## src/rtl/pipe_pkg.sv

```systemverilog
// pipe_pkg: shared constants for the pipeline boundary registers and hazard logic
package pipe_pkg;
  localparam logic [31:0] EXC_PC_DEFAULT = 32'h0000_4180;
  localparam int TNEW_W_DEFAULT = 2;
  localparam logic [4:0] EXC_INT  = 5'd0;
  localparam logic [4:0] EXC_ADEL = 5'd4;
  localparam logic [4:0] EXC_ADES = 5'd5;
  localparam logic [4:0] EXC_RI   = 5'd10;
  localparam logic [4:0] EXC_OV   = 5'd12;
endpackage

```

## src/rtl/pipe_tnew_dec.sv

```systemverilog
// pipe_tnew_dec: combinational saturating decrement of a Tnew countdown (tnew_i -> tnew_o, stops at 0)
module pipe_tnew_dec import pipe_pkg::*; #(
  parameter int TNEW_W = TNEW_W_DEFAULT
) (
  input  logic [TNEW_W-1:0] tnew_i,
  output logic [TNEW_W-1:0] tnew_o
);
  assign tnew_o = (tnew_i == '0) ? '0 : tnew_i - 1'b1;
endmodule

```

## src/rtl/pipe_stage_reg.sv

```systemverilog
// pipe_stage_reg: generic pipeline boundary register with reset > req > flush > stall > load priority
// Ports: clk, reset (sync, active-high), req (exception taken, only a clean 1 counts), flush, stall,
// upstream valid_i/pc_i/bd_i/exc_i/tnew_i/payload_i, registered valid_o/pc_o/bd_o/exc_o/tnew_o/payload_o.
// Define PIPE_STAGE_PERF_EN to add the saturating bubble counter output bubble_cnt_o.
module pipe_stage_reg import pipe_pkg::*; #(
  parameter int          PAYLOAD_W = 128,
  parameter int          TNEW_W    = TNEW_W_DEFAULT,
  parameter logic [31:0] EXC_PC    = EXC_PC_DEFAULT,
  parameter logic [31:0] RESET_PC  = 32'h0000_0000
) (
  input  logic                 clk,
  input  logic                 reset,
  input  logic                 req,
  input  logic                 flush,
  input  logic                 stall,
  input  logic                 valid_i,
  input  logic [31:0]          pc_i,
  input  logic                 bd_i,
  input  logic [4:0]           exc_i,
  input  logic [TNEW_W-1:0]    tnew_i,
  input  logic [PAYLOAD_W-1:0] payload_i,
  output logic                 valid_o,
  output logic [31:0]          pc_o,
  output logic                 bd_o,
  output logic [4:0]           exc_o,
  output logic [TNEW_W-1:0]    tnew_o,
  output logic [PAYLOAD_W-1:0] payload_o
`ifdef PIPE_STAGE_PERF_EN
  ,
  output logic [31:0]          bubble_cnt_o
`endif
);
  logic take_req;
  logic bubble;
  logic [TNEW_W-1:0] tnew_next;
  // X/Z on req must not fire an exception
  assign take_req = (req === 1'b1);
  // an invalid load is a flush, but only when the stage is not held
  assign bubble = flush | (~stall & ~valid_i);
  pipe_tnew_dec #(.TNEW_W(TNEW_W)) u_dec (.tnew_i(tnew_i), .tnew_o(tnew_next));
  always_ff @(posedge clk) begin
    if (reset || take_req) begin
      valid_o   <= 1'b0;
      pc_o      <= reset ? RESET_PC : EXC_PC;
      bd_o      <= 1'b0;
      exc_o     <= '0;
      tnew_o    <= '0;
      payload_o <= '0;
    end else if (bubble) begin
      valid_o   <= 1'b0;
      pc_o      <= pc_i;
      bd_o      <= bd_i;
      exc_o     <= '0;
      tnew_o    <= '0;
      payload_o <= '0;
    end else if (!stall) begin
      valid_o   <= 1'b1;
      pc_o      <= pc_i;
      bd_o      <= bd_i;
      exc_o     <= exc_i;
      tnew_o    <= tnew_next;
      payload_o <= payload_i;
    end
  end
`ifdef PIPE_STAGE_PERF_EN
  always_ff @(posedge clk) begin
    if (reset)
      bubble_cnt_o <= '0;
    else if ((take_req || bubble) && bubble_cnt_o != '1)
      bubble_cnt_o <= bubble_cnt_o + 32'd1;
  end
`endif
endmodule

```

## config.mk

```make
export PLATFORM = sky130hd
export DESIGN_NAME = pipe_stage_reg
export DESIGN_NICKNAME = d
export VERILOG_FILES = /design/src/rtl/pipe_pkg.sv /design/src/rtl/pipe_tnew_dec.sv /design/src/rtl/pipe_stage_reg.sv
export SDC_FILE = /design/constraint.sdc
export NUM_CORES = 1
export LEC_CHECK = 0
export CELL_PAD_IN_SITES_DETAIL_PLACEMENT = 1
export CELL_PAD_IN_SITES_GLOBAL_PLACEMENT = 1
export CORE_MARGIN = 2
export CORE_UTILIZATION = 30
export DETAILED_ROUTE_END_ITERATION = 8
export GPL_ROUTABILITY_DRIVEN = 0
export HOLD_SLACK_MARGIN = 0.05
export PLACE_DENSITY = 0.95
export REMOVE_ABC_BUFFERS = 1
export SLEW_MARGIN = 10
export SYNTH_ARGS = -nofsm -noshare
export SYNTH_HDL_FRONTEND = slang
export SYNTH_SLANG_ARGS = --single-unit
export TNS_END_PERCENT = 10
```

## constraint.sdc

```tcl
create_clock -name clk -period 4.5 [get_ports clk]
set_clock_uncertainty 0.1 [all_clocks]
set_input_delay 0.9 -clock clk [delete_from_list [all_inputs] [get_ports clk]]
set_output_delay 0.9 -clock clk [all_outputs]
set_load 0.005 [all_outputs]
```

==> results of run 1 <==
[cells in the final DEF (no fill, tap or decap)]
master | synthesis | final
a21oi_1 | 3 | 3
and2_1 | 29 | 29
buf_12 | 0 | 1
buf_4 | 6 | 4
buf_6 | 6 | 1
bufinv_16 | 0 | 1
clkbuf_1 | 9 | 2
clkbuf_16 | 0 | 18
clkdlybuf4s50_1 | 0 | 341
clkinv_2 | 0 | 1
clkinv_4 | 0 | 1
clkinvlp_4 | 0 | 4
dfxtp_1 | 137 | 137
edfxtp_1 | 32 | 32
inv_1 | 1 | 1
inv_6 | 0 | 3
inv_8 | 0 | 1
mux2i_1 | 134 | 134
nand2_1 | 1 | 1
nand2b_1 | 1 | 1
nand3b_1 | 1 | 1
nor2_1 | 141 | 141
nor3_1 | 1 | 1
nor3_2 | 1 | 1
nor3b_1 | 1 | 1
o21ai_4 | 1 | 1
or3_1 | 1 | 1
[per-stage QoR]
stage	instance area [um2]	std cells	util (%)	hold slack, ps	power (mW)
finish	10200	1128	52.1	376	3.42
CTS	10200	1128	52.1	380	3.46
global placement	9640	1097	49.2	339	2.00
global route	10200	1128	52.1	395	3.55
detailed placement	9640	1097	49.2	370	2.01
floorplan	5840	485	-	347	1.72
[per-layer routing]
metal	track usage (%)	share of wire, %	vias up
li1	-	-	2383
met4	6.42	2.0	0
met5	0	0	-
met3	6.30	6.9	22
met1	19.1	38	2398
met2	34.2	53	218
[final cells by class]
type                       instances  area, um2  area share [%]
multi-input combinational        315       2130            20.9
clock buffer                      20        458            4.48
clock inverter                    11        111            1.09
sequential                       169       3700            36.3
inverter                           1       3.75          0.0368
tap                              265        332            3.25
timing repair buffer             347       3470            34.0
[report_power, final]
part,internal (mW),total (mW),switching (mW)
Clock,0.802,1.44,0.639
Combinational,0.253,0.382,0.129
Sequential,1.58,1.59,0.0163
Total,2.63,3.42,0.785
[worst max path at each step]
stage	slack (ps)	cells past startpoint	startpoint	end
finish	2110	5	reset	payload_o[56]$_SDFFE_PP0N_
global route	1970	5	reset	payload_o[50]$_SDFFE_PP0N_
CTS	2100	5	reset	payload_o[50]$_SDFFE_PP0N_
detailed placement	1650	5	reset	payload_o[50]$_SDFFE_PP0N_
global placement	1760	5	reset	payload_o[94]$_SDFFE_PP0N_
floorplan	1590	2	stall	exc_o[0]$_SDFFE_PP0N_
[flip-flops by register name, summed over array words and instances (netlist names)]
name and count:
payload_o 128, pc_o 32, exc_o 5, tnew_o 2, bd_o 1, valid_o 1
[worst min-delay path, cell delays in order (launching register included)]
cell and delay [ps]:
dfxtp_1 320, inv_1 60, a21oi_1 60
[cell families (layout without fill, tap and decap cells)]
group           after synthesis  in the layout  share of synthesized area, %
simple gates                177            177                          12.5
buf+inv                      34            379                          3.48
compound gates                4              4                         0.518
mux                         134            134                          22.2
flops                       169            169                          61.3
==> key figures, run 1 <==
Run status
  • Outcome: finished clean

CTS
  • CTS Root Cell: clkbuf_16
  • PostCTS Resize Cnt: 0
  • TritonCTS Buffers: 17
  • Clk buf depth: 2
  • CTS H-Tree Depth: 4
  • CTS tree: done
  • Clock transition at the registers of the reported paths: 70 ps
  • Clock Latency Late Sink: 420 ps
  • Post-CTS setup buffers: 0
  • Hold-fix buffers at CTS: 0
  • Sink Count: 169

Drt
  • Routed WL: 19700 um
  • Drt pass-1 iters: 4
  • WL/cell: 17.5 um
  • Detail-routed via count per cell: 4.45
  • Iteration-0 DRC Markers: 115
  • Drt drc: 0
  • Vias post-DR: approximately 5000
  • Antenna-violating nets left: 0

Timing
  • Setup TNS: 0 ps
  • RSZ-0062 raised after global routing: no
  • Final setup margin: about 2100 ps
  • Final worst path period need: 2390 ps
  • Slew Limit Fails: 0
  • Final setup fails: 0
  • Fmax: about 0.42 GHz
  • Worst-margin pin slew: 842 ps
  • Final period util: 53.1%
  • Slew HR: 43.8%
  • Hold Fails Final Rpt: 0

Worst setup path
  • Worst R2R End: payload_o[50]$_SDFFE_PP0N_
  • Top delay family on crit path: buffers and inverters
  • Startpoint Class: input pin
  • Crit path max fanout: 84
  • CP endpoint kind: flop
  • CP peak stage delay: around 660 ps
  • WP buf/inv: 2
  • Worst EP arrival: 2550 ps
  • RR Startpoint: payload_o[50]$_SDFFE_PP0N_
  • Worst reg-to-reg path cell count: 2
  • Setup slack, reg-to-reg: 3680 ps
  • Critical path cell sequence: clkdlybuf4s50_1 -> nor3_2 -> o21ai_4 -> buf_4 -> nor2_1
  • Critical path class: in -> reg
  • Slowest cell on crit path: buf_4
  • WP data required: approximately 4700 ps

Place
  • DP HPWL: 14700 um
  • Port buffer count: 342
  • Dpl ws: about 1600 ps

Power
  • Power per cell area: 335 nW/um2
  • Worst IR drop on VDD: about 0.24 mV
  • LEAKAGE: 4.05 nW

Floorplan
  • Standard-cell rows: just over 50
  • Core Box Area: 19600 um2
  • IO Count: 343
  • Die H: 146 um
  • Die ar.: 21300 um2
  • Initial Util: 30.8%
  • Die Wd: 146 um

Cells and area
  • FILL cells: 2091
  • Layout cell share with drive strength beyond 1: 4.29%
  • Ant diodes: 0
  • P&R area growth vs syn: 69.0%
  • Nets: just over 1000

Global route
  • Overall Global Routing Usage: 18.4%
  • First-pass GRT wire length: 30600 um
  • Vias in the first global route: 5492
  • Pin count of the biggest net entering global routing: 85
  • GRT Residual Overflow: 0
  • Initial antenna violation count: 0

Logic synthesis
  • Sequential fraction of the synthesis area: 61.3%
  • Count leader, synth: nor2_1
  • Number of flops mapped to enable cells by yosys: 32
  • Primary FF master, synth: dfxtp_1
  • Avg Cell Area, Syn: 11.7 um2
  • Synth cell count leaders: nor2_1 (141), dfxtp_1 (137), mux2i_1 (134), edfxtp_1 (32), and2_1 (29)
  • Post-synthesis cell area: around 6000 um2
  • Warning count from the yosys run: 0
  • Yosys top cell by area: dfxtp_1
  • Post-synth ARST share: 0%
  • Synth area leaders: dfxtp_1 (45%), mux2i_1 (22%), edfxtp_1 (16%)
  • Yosys cell types: 19
  • Cell count after synthesis: 518
  • Register bit total from synthesis: roughly 170
  • Top cell type's share of synthesized area: 45.4%

Worst hold path
  • Hold Path Depth: 2
  • Min-Delay Startpoint: valid_o$_SDFFE_PP0N_
  • Hold Path Sink: valid_o$_SDFFE_PP0N_
  • Hold WC Path Type: reg -> reg

Job
  • Max-cap violations: 0
Note: power is estimated with default switching activity, not from simulation.
==> inputs of run 2 (changes only) <==
Settings changed: CORE_UTILIZATION 30 to 25, PLACE_DENSITY 0.95 to 0.87.
Clock period 4.5 ns to 2.16 ns, I/O delays scaled along.
==> key figures, run 2 (synthesized netlist as in run 1, its figures left out) <==
CTS
  • Clock transition at the registers of the reported paths: 70 ps
  • Clk buf depth: 2
  • PostCTS Resize Cnt: 0
  • Hold-fix buffers at CTS: 0
  • Sink Count: between 150 and 200
  • CTS tree: done
  • CTS H-Tree Depth: 4
  • Post-CTS setup buffers: 0
  • Clock Latency Late Sink: 400 ps
  • TritonCTS Buffers: 17
  • CTS Root Cell: clkbuf_16

Floorplan
  • Die Wd: about 160 um
  • Standard-cell rows: 56
  • IO Count: 343
  • Die H: 159 um
  • Core Box Area: 23600 um2
  • Die ar.: 25400 um2
  • Initial Util: 25.6%

Worst setup path
  • WP buf/inv: 1
  • Worst EP arrival: about 1300 ps
  • WP data required: between 1500 and 2000 ps
  • Critical path class: reg -> out
  • Crit path max fanout: 2
  • Slowest cell on crit path: clkdlybuf4s50_1
  • Startpoint Class: flop
  • Top delay family on crit path: buffers and inverters
  • CP peak stage delay: 520 ps
  • CP endpoint kind: output pin
  • Critical path cell sequence: clkdlybuf4s50_1

Place
  • DP HPWL: 15100 um
  • Post-Place Cell Area: roughly 9800 um2
  • Dpl cells: 1155
  • Port buffer count: 342

Global route
  • Overall Global Routing Usage: between 15 and 20%
  • GRT Residual Overflow: 0
  • Pin count of the biggest net entering global routing: 96
  • Initial antenna violation count: 0
  • Vias in the first global route: 5405
  • First-pass GRT wire length: 30900 um

Drt
  • Drt drc: 0
  • WL/cell: 16.7 um
  • Detail-routed via count per cell: 4.25
  • Antenna-violating nets left: 0
  • Drt pass-1 iters: 4
  • Iteration-0 DRC Markers: 175
  • Vias post-DR: 5040
  • Routed WL: 19800 um

Timing
  • Final setup fails: 0
  • Worst-margin pin slew: 749 ps
  • Final period util: approximately 86%
  • Slew HR: 50.0%
  • Final worst path period need: 1850 ps
  • Slew Limit Fails: 0
  • Hold Fails Final Rpt: 0
  • RSZ-0062 raised after global routing: no
  • Fmax: ~0.54 GHz

Cells and area
  • FILL cells: 2546
  • Leading cell type in the layout, fill and taps excluded: clkdlybuf4s50_1
  • Reg area: 3700 um2
  • Util after Layout: a little over two fifths
  • Nets: 1029
  • Most frequent cells in the layout: clkdlybuf4s50_1 (341), nor2_1 (141), dfxtp_1 (137)
  • Max reg flops: 128
  • Top flop regs: payload_o x128, pc_o x32, exc_o x5
  • Largest Register: payload_o
  • Area occupied by multi-input gates: ~2100 um2
  • Ant diodes: 0
  • Layout cell share with drive strength beyond 1: 4.72%
  • P&R area growth vs syn: 71.6%
  • Final Instance Count excl. Fillers: 1187
  • Design Area, Final: 10400 um2

Power
  • LEAKAGE: 4.10 nW
  • Power per cell area: 700 nW/um2
  • Worst IR drop on VDD: approximately 0.50 mV
  • Overall power: about 7.3 mW

Worst hold path
  • Hold WC Path Type: reg -> reg

Run status
  • Outcome: finished clean

Job
  • Max-cap violations: 0
## run 2: area by class of cell
class	instances	area share (%)
clock buffer	21	4.45
clock inverter	11	1.28
inverter	1	0.0362
multi-input combinational	315	20.5
sequential	169	35.7
tap	319	3.85
timing repair buffer	351	34.1
## run 2: final timing paths
path,startpoint,cells after the start,slack (ps),endpoint
worst max-delay path,payload_o[17]$_SDFFE_PP0N_,1,310,payload_o[17]
worst min-delay path,valid_o$_SDFFE_PP0N_,2,350,valid_o$_SDFFE_PP0N_
worst max register to register,payload_o[105]$_SDFFE_PP0N_,2,1350,payload_o[105]$_SDFFE_PP0N_
worst min register to register,valid_o$_SDFFE_PP0N_,2,350,valid_o$_SDFFE_PP0N_
## run 2: through the flow
step                setup TNS, ps  hold slack (ps)  setup slack [ps]
finish                          0              350               312
global placement                0              336               154
CTS                             0              354               271
global route                    0              375               241
floorplan                  -38700              347              -285
detailed placement              0              343              91.6
## run 2: layer usage
layer  global-route usage (%)  share of wire (%)  wire (um)
met5                        0                  0          0
met4                     4.17                1.6        322
met3                     6.07                7.5       1480
met2                     29.2                 54      10600
met1                     15.7                 37       7370
## run 2: report_power, final
part | leakage [nW] | internal (mW) | switching (mW)
Sequential | 1.48 | 3.29 | 0.0339
Clock | 0.281 | 1.80 | 1.33
Combinational | 2.34 | 0.537 | 0.271
Total | 4.10 | 5.62 | 1.63
## run 2: tightest hold or removal path, stage by stage, from the launching register on
cell     delay, ps
dfxtp_1        310
inv_1           50
a21oi_1         50
